--- src/rtl/in_ram_reader.sv ---
// in_ram_reader: walks a contiguous window of a registered-read RAM and streams
// the returned words in address order on a valid/ready interface, with a
// 2-entry buffer that absorbs consumer backpressure.
// Optional feature: define IN_READER_LAST_EN to add out_last, which marks the
// final word of a transfer.
module in_ram_reader #(
  parameter int unsigned ADDR_WIDTH = 16,
  parameter int unsigned DATA_WIDTH = 16
) (
  input  logic                  clk,
  input  logic                  rst,
  input  logic                  start,
  input  logic [ADDR_WIDTH-1:0] base_addr,
  input  logic [ADDR_WIDTH:0]   count,
  output logic [ADDR_WIDTH-1:0] mem_addr,
  input  logic [DATA_WIDTH-1:0] mem_data,
  output logic                  out_valid,
  input  logic                  out_ready,
  output logic [DATA_WIDTH-1:0] out_data,
  output logic                  busy,
  output logic                  done
`ifdef IN_READER_LAST_EN
  ,
  output logic                  out_last
`endif
);

  localparam int unsigned CNT_WIDTH = ADDR_WIDTH + 1;

  typedef enum logic [1:0] {
    IDLE  = 2'd0,
    ISSUE = 2'd1,
    DRAIN = 2'd2,
    DONE  = 2'd3
  } state_t;

  state_t                 state;
  state_t                 state_next;
  logic [CNT_WIDTH-1:0]   remaining;
  logic                   inflight;
  logic                   skid_valid;
  logic [DATA_WIDTH-1:0]  skid_data;

  logic                   issue;
  logic                   load;
  logic                   push;
  logic                   pop;
  logic [1:0]             occ;
  logic [1:0]             occ_next;
  logic                   room;
  logic                   head_from_skid;
  logic                   head_from_mem;
  logic                   skid_from_mem;

  // Buffer occupancy bookkeeping and the issue-credit rule.
  always_comb begin
    push           = inflight;
    pop            = out_valid && out_ready;
    occ            = 2'(out_valid) + 2'(skid_valid);
    occ_next       = occ + 2'(push) - 2'(pop);
    room           = (3'(occ) + 3'(inflight)) <= (3'd1 + 3'(pop));
    head_from_skid = pop && skid_valid;
    head_from_mem  = push && (pop ? !skid_valid : !out_valid);
    skid_from_mem  = push && (pop ? skid_valid : out_valid);
  end

  // Next-state and issue/load decode.
  always_comb begin
    state_next = state;
    issue      = 1'b0;
    load       = 1'b0;
    case (state)
      IDLE: begin
        if (start) begin
          if (count != '0) begin
            load       = 1'b1;
            state_next = ISSUE;
          end else begin
            state_next = DONE;
          end
        end
      end
      ISSUE: begin
        if (remaining == '0) begin
          state_next = DRAIN;
        end else begin
          issue = room;
        end
      end
      DRAIN: begin
        // Leave as the last word is taken so done lands right after it.
        if (!inflight && (occ == 2'd0 || (occ == 2'd1 && pop))) begin
          state_next = DONE;
        end
      end
      DONE: begin
        state_next = IDLE;
      end
      default: begin
        state_next = IDLE;
      end
    endcase
  end

  // State register with registered status flags.
  always_ff @(posedge clk or posedge rst) begin
    if (rst) begin
      state <= IDLE;
      busy  <= 1'b0;
      done  <= 1'b0;
    end else begin
      state <= state_next;
      busy  <= (state_next != IDLE);
      done  <= (state_next == DONE);
    end
  end

  // Address walk and in-flight tracking.
  always_ff @(posedge clk or posedge rst) begin
    if (rst) begin
      mem_addr  <= '0;
      remaining <= '0;
      inflight  <= 1'b0;
    end else begin
      if (load) begin
        mem_addr  <= base_addr;
        remaining <= count;
      end else if (issue) begin
        mem_addr  <= mem_addr + ADDR_WIDTH'(1);
        remaining <= remaining - CNT_WIDTH'(1);
      end
      inflight <= issue;
    end
  end

  // Two-entry output buffer: head drives out_data, skid holds the overflow word.
  always_ff @(posedge clk or posedge rst) begin
    if (rst) begin
      out_valid  <= 1'b0;
      out_data   <= '0;
      skid_valid <= 1'b0;
      skid_data  <= '0;
    end else begin
      out_valid  <= (occ_next != 2'd0);
      skid_valid <= (occ_next == 2'd2);
      if (head_from_skid) begin
        out_data <= skid_data;
      end else if (head_from_mem) begin
        out_data <= mem_data;
      end
      if (skid_from_mem) begin
        skid_data <= mem_data;
      end
    end
  end

`ifdef IN_READER_LAST_EN
  logic inflight_last;
  logic head_last;
  logic skid_last;

  // Last-word flag travels alongside each word through the buffer.
  always_ff @(posedge clk or posedge rst) begin
    if (rst) begin
      inflight_last <= 1'b0;
      head_last     <= 1'b0;
      skid_last     <= 1'b0;
    end else begin
      inflight_last <= issue && (remaining == CNT_WIDTH'(1));
      if (head_from_skid) begin
        head_last <= skid_last;
      end else if (head_from_mem) begin
        head_last <= inflight_last;
      end else if (pop) begin
        head_last <= 1'b0;
      end
      if (skid_from_mem) begin
        skid_last <= inflight_last;
      end else if (head_from_skid) begin
        skid_last <= 1'b0;
      end
    end
  end

  assign out_last = head_last;
`endif

endmodule

--- config.mk ---
export PLATFORM = sky130hd
export DESIGN_NAME = in_ram_reader
export DESIGN_NICKNAME = d
export VERILOG_FILES = /design/src/rtl/in_ram_reader.sv
export SDC_FILE = /design/constraint.sdc
export NUM_CORES = 1
export LEC_CHECK = 0
export BUFFER_PORTS_ARGS = -buffer_cell sky130_fd_sc_hd__buf_2
export CORE_ASPECT_RATIO = 0.5
export CORE_MARGIN = 5
export CORE_UTILIZATION = 59
export CTS_CLUSTER_DIAMETER = 150
export DETAILED_ROUTE_END_ITERATION = 8
export PLACE_DENSITY = 0.86
export SLEW_MARGIN = 20
export SYNTH_ARGS = -nofsm -noshare
export SYNTH_HDL_FRONTEND = slang
export SYNTH_SLANG_ARGS = --single-unit
--- constraint.sdc ---
create_clock -name clk -period 7.3 [get_ports clk]
set_input_delay 0.73 -clock clk [delete_from_list [all_inputs] [get_ports clk]]
set_output_delay 0.73 -clock clk [all_outputs]
set_load 0.01 [all_outputs]
Word level (Yosys, flattened, before mapping)
Index checks and enable logic that the tools add are counted.

$add $sub $neg: 7. $lt $le $gt $ge: 1. Equality and inequality tests: 6. Mux-type cells: 18. Reduce and logical (&&, ||, !) cells: 18.

Operators by type and width (count): $mux 16 (4); $mux 17 (2); $logic_not 17->1 (1); $reduce_bool 17->1 (1); $sub 17x1->17 const B (1); $add 16x1->16 const B (1); $eq 2x2->1 const B (4); $mux 2 (4); $pmux 2 s4 (1); $reduce_bool 2->1 (4); $mux 1 (7); $logic_and 1x1->1 (6); $eq 2x1->1 const B (2); $logic_not 2->1 (2); $add 2x1->3 (1); $le 3x2->1 (1); $logic_not 1->1 (3); $add 1x1->2 (1); $add 1x1->2 const A (1); $add 2x1->2 (1); $sub 2x1->2 (1); $logic_or 1x1->1 (1).

Register bits after elaboration: 72. Bits of input ports: 53. Logic and storage cells: 60.

Logic depth before layout (Yosys ltp)
Gate-level depths: netlist of run 1.

Word-level depth: 8. Depth in mapped cells: 13. Depth with buffers taken out: 11.

Worst setup path after synthesis of run 1
No wires, ideal clock.

Path type: flip-flop to flip-flop. Start: register out_valid. End: register remaining[5]. Library setup time: 126 ps. Arrival: 3112 ps. Setup slack: 4062 ps. Cell stages (with the launch flop): 13. Path through: dfrtp_1 -> inv_1 -> ha_1 -> ha_1 -> inv_1 -> fa_1 -> o311a_1 -> a31oi_1 -> or3_1 -> buf_6 -> inv_4 -> mux2_4 -> a221o_1.

Word-level cells in the longest chain between the ends: 6. Elaborated cells on any way between the ends: 8. Those cells by class: 3 x add/sub; 1 x order compare; 2 x mux; 2 x reduce/logical.

Ends and longest elaborated chain: from (decl) (line 17) `output logic out_valid,`; from (signal assigned) (line 144) `out_valid <= (occ_next != 2'd0);`; $add 1x1->2 / $logic_and 1x1->1 (equally long branches) (line 59, 58); $add 2x1->3 / $add 1x1->2 (equally long branches) (line 61) `room = (3'(occ) + 3'(inflight)) <= (3'd1 + 3'(pop));`; $le 3x2->1 * (line 61); $mux 1 * (line 84) `if (remaining == '0) begin`; $mux 1 * (line 72) `case (state)`; $reduce_bool 2->1 (no source line) *; to (signal assigned) (line 127) `remaining <= count;`; to (signal assigned) (line 130) `remaining <= remaining - CNT_WIDTH'(1);`; to (decl) (line 39) `logic [CNT_WIDTH-1:0] remaining;`.

Mark *: on every way between the ends. The rest lies on a longest branch, timed or not. A chain may end at the register's enable or synchronous reset.

Final worst setup path of run 1
Start: register out_valid. End: register remaining[13].

The elaborated chain is that of the path after synthesis.

==> results_dict.tcl, run 1 <==
set metrics [dict create \
    synth-adder-area-share_pct 4.99 \
    r2r-end "remaining[13]" \
    place_congestion 0.837 \
    wl_per_cell_um 15.8 \
    synth_edf_count 0 \
    max_freq_mhz 230 \
    power_density_nw_per_um2 451 \
    timing.rr.start "out_valid" \
    drtIter0Drc 256 \
    synth_area_leaders "dfrtp_1 (45%), mux2i_1 (7.3%), mux2_2 (4.5%)" \
    grt_pass1_vias 3293 \
    stdcell_count 566 \
    yosysTopAreaCell "dfrtp_1" \
    maxCapViolCount 0 \
    critPathKind "flip-flop to flip-flop" \
    crit_start "out_valid" \
    syn_nets 455 \
    start_util_pct 60.1 \
    cp-end-kind "flip-flop" \
    grt_remaining_overflow 0 \
    worst_ep_required_time_ns 7.52 \
    synth-warning-count 0 \
    final_core_util_pct 72.2 \
    wl_mm 8.94 \
    tightest_slew_ns 1.07 \
    clock_skew_ns 0.00389 \
    rrSetupSlack_ns 2.96 \
    hold_buffers 0 \
    tns_ns 0 \
    clock_latency_ns 0.33 \
    synthSimpleGateAreaFrac_pct 16.6 \
    drive_gt1_share_pct 30.2 \
    route.detailed.drc 0 \
    ios 88 \
    cts_tree "yes" \
    grt_max_degree 73 \
    core_um2 6600 \
    grt_pass1_wl_mm 15.0 \
    synth_top_family_by_area "simple AND/OR/NAND/NOR gates" \
    ys_seq_area_share_pct 45.5 \
    synth_mux_area_share_pct 13.4 \
    antenna_found_initial 0 \
    synth_compound_area_share_pct 14.0 \
    endpoint "remaining[13]" \
    ant_nets 0 \
    netlist_instances 388 \
    synth_cell_types 58 \
    start_kind "flip-flop" \
    drt-vias-per-instance 5.77 \
    leakage_nw 2.29 \
    period_share_pct 59.5 \
    grt_usage_pct 21.8 \
    synth-async-reset-ratio_pct 100 \
    crit_arrival_ns 4.56 \
    ctsResizeCount 0 \
    n_antenna_cell 0 \
    hold_viol 0 \
    firstDrtPassIters 4 \
    die_area_um2 8550 \
    clockRootBuffer "clkbuf_16" \
    die_y_um 67.9 \
    io_buffers 87 \
    hp-class "flip-flop to flip-flop" \
    cts_buffer_depth 2 \
    syn_avg_cell_area_um2 10.2 \
    place_inst 550 \
    vias 3266 \
    die_x_um 126 \
    relSlewSlack_pct 28.4 \
    netlist_top_cells_count "dfrtp_1 (72), nand2_1 (33), mux2i_1 (29)" \
    cts_sinks 72 \
    synth_top_area_share_pct 45.5 \
    slew_viol_final 0 \
    synth_top_flop_cell "dfrtp_1" \
    place_hpwl_mm 6.18 \
    ir_drop_v 0.000241 \
    h-tree-depth 3 \
    path_max_fanout 26 \
    area_growth_pct 20.2 \
    rsz0062_at_grt "false" \
    clk_pin_slew_ns 0.06 \
    synth_seq_cells 72 \
    synth_xor_area_share_pct 0.884 \
    placementRows 21 \
    num-nets-final 536 \
    cts_buffers 9 \
    setup_viol 0 \
    period_needed_ns 4.34 \
    cts_setup_buffers 0 \
    synth_area_um2 3960 \
    status "complete, no violations" \
    reg2regPathDepth 11 \
    synth.most_common_cell "dfrtp_1" \
]
[power breakdown]
part	switching, W	internal (W)
Combinational	0.000568	0.000414
Clock	0.000167	0.000275
Sequential	0.000145	0.000577
Total	0.000880	0.00127
[worst min path at each step]
stage,from,to,slack (ns),cells past startpoint
2_1_floorplan,skid_data[10],skid_data[10],0.48,1
3_3_place_gp,out_data[4],out_data[4],0.46,2
3_5_place_dp,out_data[14],out_data[14],0.47,2
4_1_cts,out_data[4],out_data[4],0.48,2
5_1_grt,out_data[14],out_data[14],0.50,2
6_report,out_data[14],out_data[14],0.48,2
[layout make-up]
type	instances	area (um2)
multi-input combinational	272	1980
fill	500	1830
sequential	72	1800
timing repair buffer	91	465
clock buffer	10	239
tap	92	115
inverter	23	88.8
clock inverter	6	67.6
[per-stage QoR]
stage | hold slack, ns | setup slack, ns | area [um2] | power, W
4_1_cts | 0.484 | 2.95 | 4760 | 0.00216
6_report | 0.479 | 2.96 | 4760 | 0.00215
5_1_grt | 0.505 | 2.73 | 4760 | 0.00231
3_3_place_gp | 0.455 | 3.14 | 4460 | 0.00166
2_1_floorplan | 0.479 | 4.06 | 3960 | 0.00149
3_5_place_dp | 0.471 | 3.00 | 4460 | 0.00170
[worst max-delay path: stages (launching register included)]
cell,delay (ns)
dfrtp_1,0.49
inv_1,0.15
ha_1,0.34
ha_1,0.21
inv_1,0.07
fa_1,0.43
o311a_1,0.35
a31oi_1,0.35
or3_1,0.83
inv_4,0.32
mux2_4,0.38
a221o_1,0.29
[cell usage in the layout, fill, tap and decap left out, types with 3 or more instances in the layout]
| cell type | count |
|---|---|
| a21oi_1 | 7 |
| nand4_1 | 3 |
| nand3_1 | 10 |
| xnor2_1 | 3 |
| or3_1 | 5 |
| or2_2 | 3 |
| dfrtp_1 | 72 |
| mux2i_1 | 29 |
| nor4_1 | 10 |
| o22ai_1 | 5 |
| nor2_1 | 26 |
| o21ai_0 | 23 |
| inv_1 | 21 |
| mux2_4 | 4 |
| a31oi_1 | 6 |
| ha_1 | 11 |
| nand2_1 | 33 |
| clkbuf_16 | 9 |
| nor3_1 | 13 |
| a21o_1 | 3 |
| nor3b_1 | 3 |
| and2_1 | 4 |
| a211oi_1 | 4 |
| a221o_1 | 9 |
| fa_1 | 3 |
| mux2_2 | 16 |
| buf_4 | 4 |
| or4_1 | 4 |
| buf_2 | 87 |
[sequential cells by signal, summed over array words and instances, names as in the netlist, 2 cells and up]
register	cells
skid_data	16
state	2
out_data	16
remaining	17
mem_addr	16
[kinds of logic after synthesis]
| group | count (synthesis) |
|---|---|
| mux | 49 |
| flops | 72 |
| xor+xnor | 4 |
| simple gates | 126 |
| compound gates | 79 |
| fa+ha+maj | 14 |
| buf+inv | 44 |
[metal layers]
metal  GRT usage (%)  share of wire [%]  up-vias
li1                -                  -     1584
met1            27.2                 45     1571
met2            36.9                 47       99
met5               0                  0        -
met4            7.89                1.4        0
met3            6.55                6.8       12
Power figures use the tool's default switching activity.
==> run 2, diff against run 1 <==
ABC_AREA = 1   (was not set)
CORE_UTILIZATION = 56   (was 59)
PLACE_DENSITY = 0.81   (was 0.86)
clock period = 4.2 ns   (was 7.3 ns; I/O delays follow)
==> results_dict.tcl, run 2 <==
set metrics [dict create \
    status "complete, no violations" \
    num-nets-final 722 \
    largest_reg_flops 17 \
    grt_remaining_overflow 0 \
    clockRootBuffer "clkbuf_16" \
    grt_pass1_vias 3742 \
    grt_usage_pct 22.0 \
    netlist_instances 578 \
    cpPeakStageDelay_ns 0.48 \
    drtIter0Drc 250 \
    h-tree-depth 3 \
    die_area_um2 9760 \
    clock_latency_ns 0.33 \
    drt-vias-per-instance 5.19 \
    wl_per_cell_um 13.1 \
    synth_edf_count 0 \
    max_freq_mhz 329 \
    cts_sinks 72 \
    period_needed_ns 3.04 \
    crit_arrival_ns 3.25 \
    synth_area_leaders "dfrtp_1 (41%), nand2_1 (17%), nand3_1 (11%)" \
    worst_ep_required_time_ns 4.40 \
    hold_buffers 0 \
    clock_skew_ns 0.00547 \
    cts_buffers 9 \
    die_y_um 72.4 \
    syn_avg_cell_area_um2 7.55 \
    cts_tree "yes" \
    vias 3986 \
    core_um2 7460 \
    final_area_um2 5080 \
    synth_seq_cells 72 \
    clk_pin_slew_ns 0.06 \
    die_x_um 135 \
    cts_buffer_depth 2 \
    hold_viol 0 \
    n_antenna_cell 0 \
    cp-end-kind "flip-flop" \
    maxCapViolCount 0 \
    io_buffers 87 \
    synth-async-reset-ratio_pct 100 \
    start_util_pct 58.5 \
    cts_setup_buffers 0 \
    grt_max_degree 38 \
    power_density_nw_per_um2 812 \
    syn_nets 645 \
    synth_top_area_share_pct 41.3 \
    placed_area_um2 4810 \
    rsz0062_at_grt "false" \
    area_growth_pct 16.5 \
    firstDrtPassIters 4 \
    place_inst 752 \
    placementRows 22 \
    setup_viol 0 \
    final_cell_mix "nand2_1 (192), nand3_1 (95), buf_2 (87)" \
    wl_mm 10.1 \
    tns_ns 0 \
    synth.most_common_cell "nand2_1" \
    cp_slowest_cell "dfrtp_1" \
    synth_area_um2 4360 \
    place_congestion 0.864 \
    path_max_fanout 18 \
    ctsResizeCount 0 \
    antenna_found_initial 0 \
    tightest_slew_ns 0.776 \
    period_share_pct 72.4 \
    regMostFlops "remaining" \
    ios 88 \
    cp_cell_sequence "inv_1, ha_1, ha_1, inv_1, fa_1, inv_1, nand2_1, o21ai_0, nand2_1, nand3_2, buf_4, inv_2, nand2_1, nand3_1" \
    ys_seq_area_share_pct 41.3 \
    critPathKind "flip-flop to flip-flop" \
    yosysTopAreaCell "dfrtp_1" \
    netlist_top_cells_count "nand2_1 (192), nand3_1 (95), dfrtp_1 (72)" \
    place_hpwl_mm 7.15 \
    synth_top_flop_cell "dfrtp_1" \
    drive_gt1_share_pct 20.3 \
    synth-warning-count 0 \
    start_kind "flip-flop" \
    final_common_cell "nand2_1" \
    ir_drop_v 0.000398 \
    synth_cell_types 26 \
    grt_pass1_wl_mm 17.4 \
    route.detailed.drc 0 \
    relSlewSlack_pct 48.2 \
    fillCellCount 649 \
    ant_nets 0 \
    hp-class "primary input to async pin" \
    stdcell_count 768 \
    slew_viol_final 0 \
    leakage_nw 2.64 \
]
## run 2: layout make-up
type                       count  area [um2]  share of cell area (%)
clock buffer                  10         229                    4.51
clock inverter                 6        36.3                   0.714
inverter                      38         143                    2.81
multi-input combinational    443        2270                    44.7
sequential                    72        1800                    35.5
tap                          108         135                    2.66
timing repair buffer          91         465                    9.16
## run 2: worst paths after layout
kind,startpoint,end,slack (ns),depth (start not counted)
setup / recovery,out_valid,remaining[6],1.16,14
hold / removal,rst,remaining[9],0.23,2
setup reg to reg,out_valid,remaining[6],1.16,14
hold reg to reg,skid_data[15],skid_data[15],0.50,1
max in group asynchronous,rst,skid_data[10],3.03,3
min in group clk,base_addr[8],mem_addr[8],0.31,3
## run 2: cell families (layout without fill, tap and decap cells)
| logic type | Yosys count | after routing | share of synthesized area (%) |
|---|---|---|---|
| AOI/OAI and AO/OA | 20 | 20 | 2.84 |
| xor gates and xnor gates | 22 | 22 | 4.42 |
| adders and majority gates | 14 | 14 | 4.53 |
| buffers and inverters | 63 | 145 | 6.80 |
| DFF | 72 | 72 | 41.3 |
| muxes | 16 | 16 | 4.13 |
| and+or+nand+nor | 371 | 371 | 36.0 |
## run 2: layer usage
| layer | vias to the layer above | global-route usage, % | wire, um | share of wire (%) |
|---|---|---|---|---|
| li1 | 2016 | - | - | - |
| met1 | 1826 | 29.8 | 4860 | 48 |
| met2 | 129 | 34.9 | 4370 | 43 |
| met3 | 15 | 6.30 | 705 | 7.0 |
| met4 | 0 | 5.98 | 139 | 1.4 |
| met5 | - | 0 | 0 | 0 |
## run 2: stage by stage
step	utilization, %	hold WS [ns]	setup slack [ns]	power [W]
4_1_cts	68.0	0.253	1.16	0.00414
3_5_place_dp	64.5	0.493	1.15	0.00345
5_1_grt	68.1	0.311	0.870	0.00451
2_1_floorplan	-	0.476	1.71	0.00295
6_report	68.1	0.231	1.16	0.00413
3_3_place_gp	64.5	0.486	1.28	0.00337
## run 2: where the power goes
part | internal, W | leakage, nW | total, W | switching [W]
Sequential | 0.00103 | 0.868 | 0.00130 | 0.000268
Combinational | 0.000783 | 1.64 | 0.00214 | 0.00136
Clock | 0.000396 | 0.132 | 0.000682 | 0.000286
Total | 0.00221 | 2.64 | 0.00413 | 0.00191
## run 2: worst max-delay path: cells and delay by family, from the launching register on
kind,cells,cell delay (ns)
and+or+nand+nor,5,0.59
DFF,1,0.48
buffers and inverters,5,0.75
AOI/OAI and AO/OA,1,0.13
adders and majority gates,3,0.95
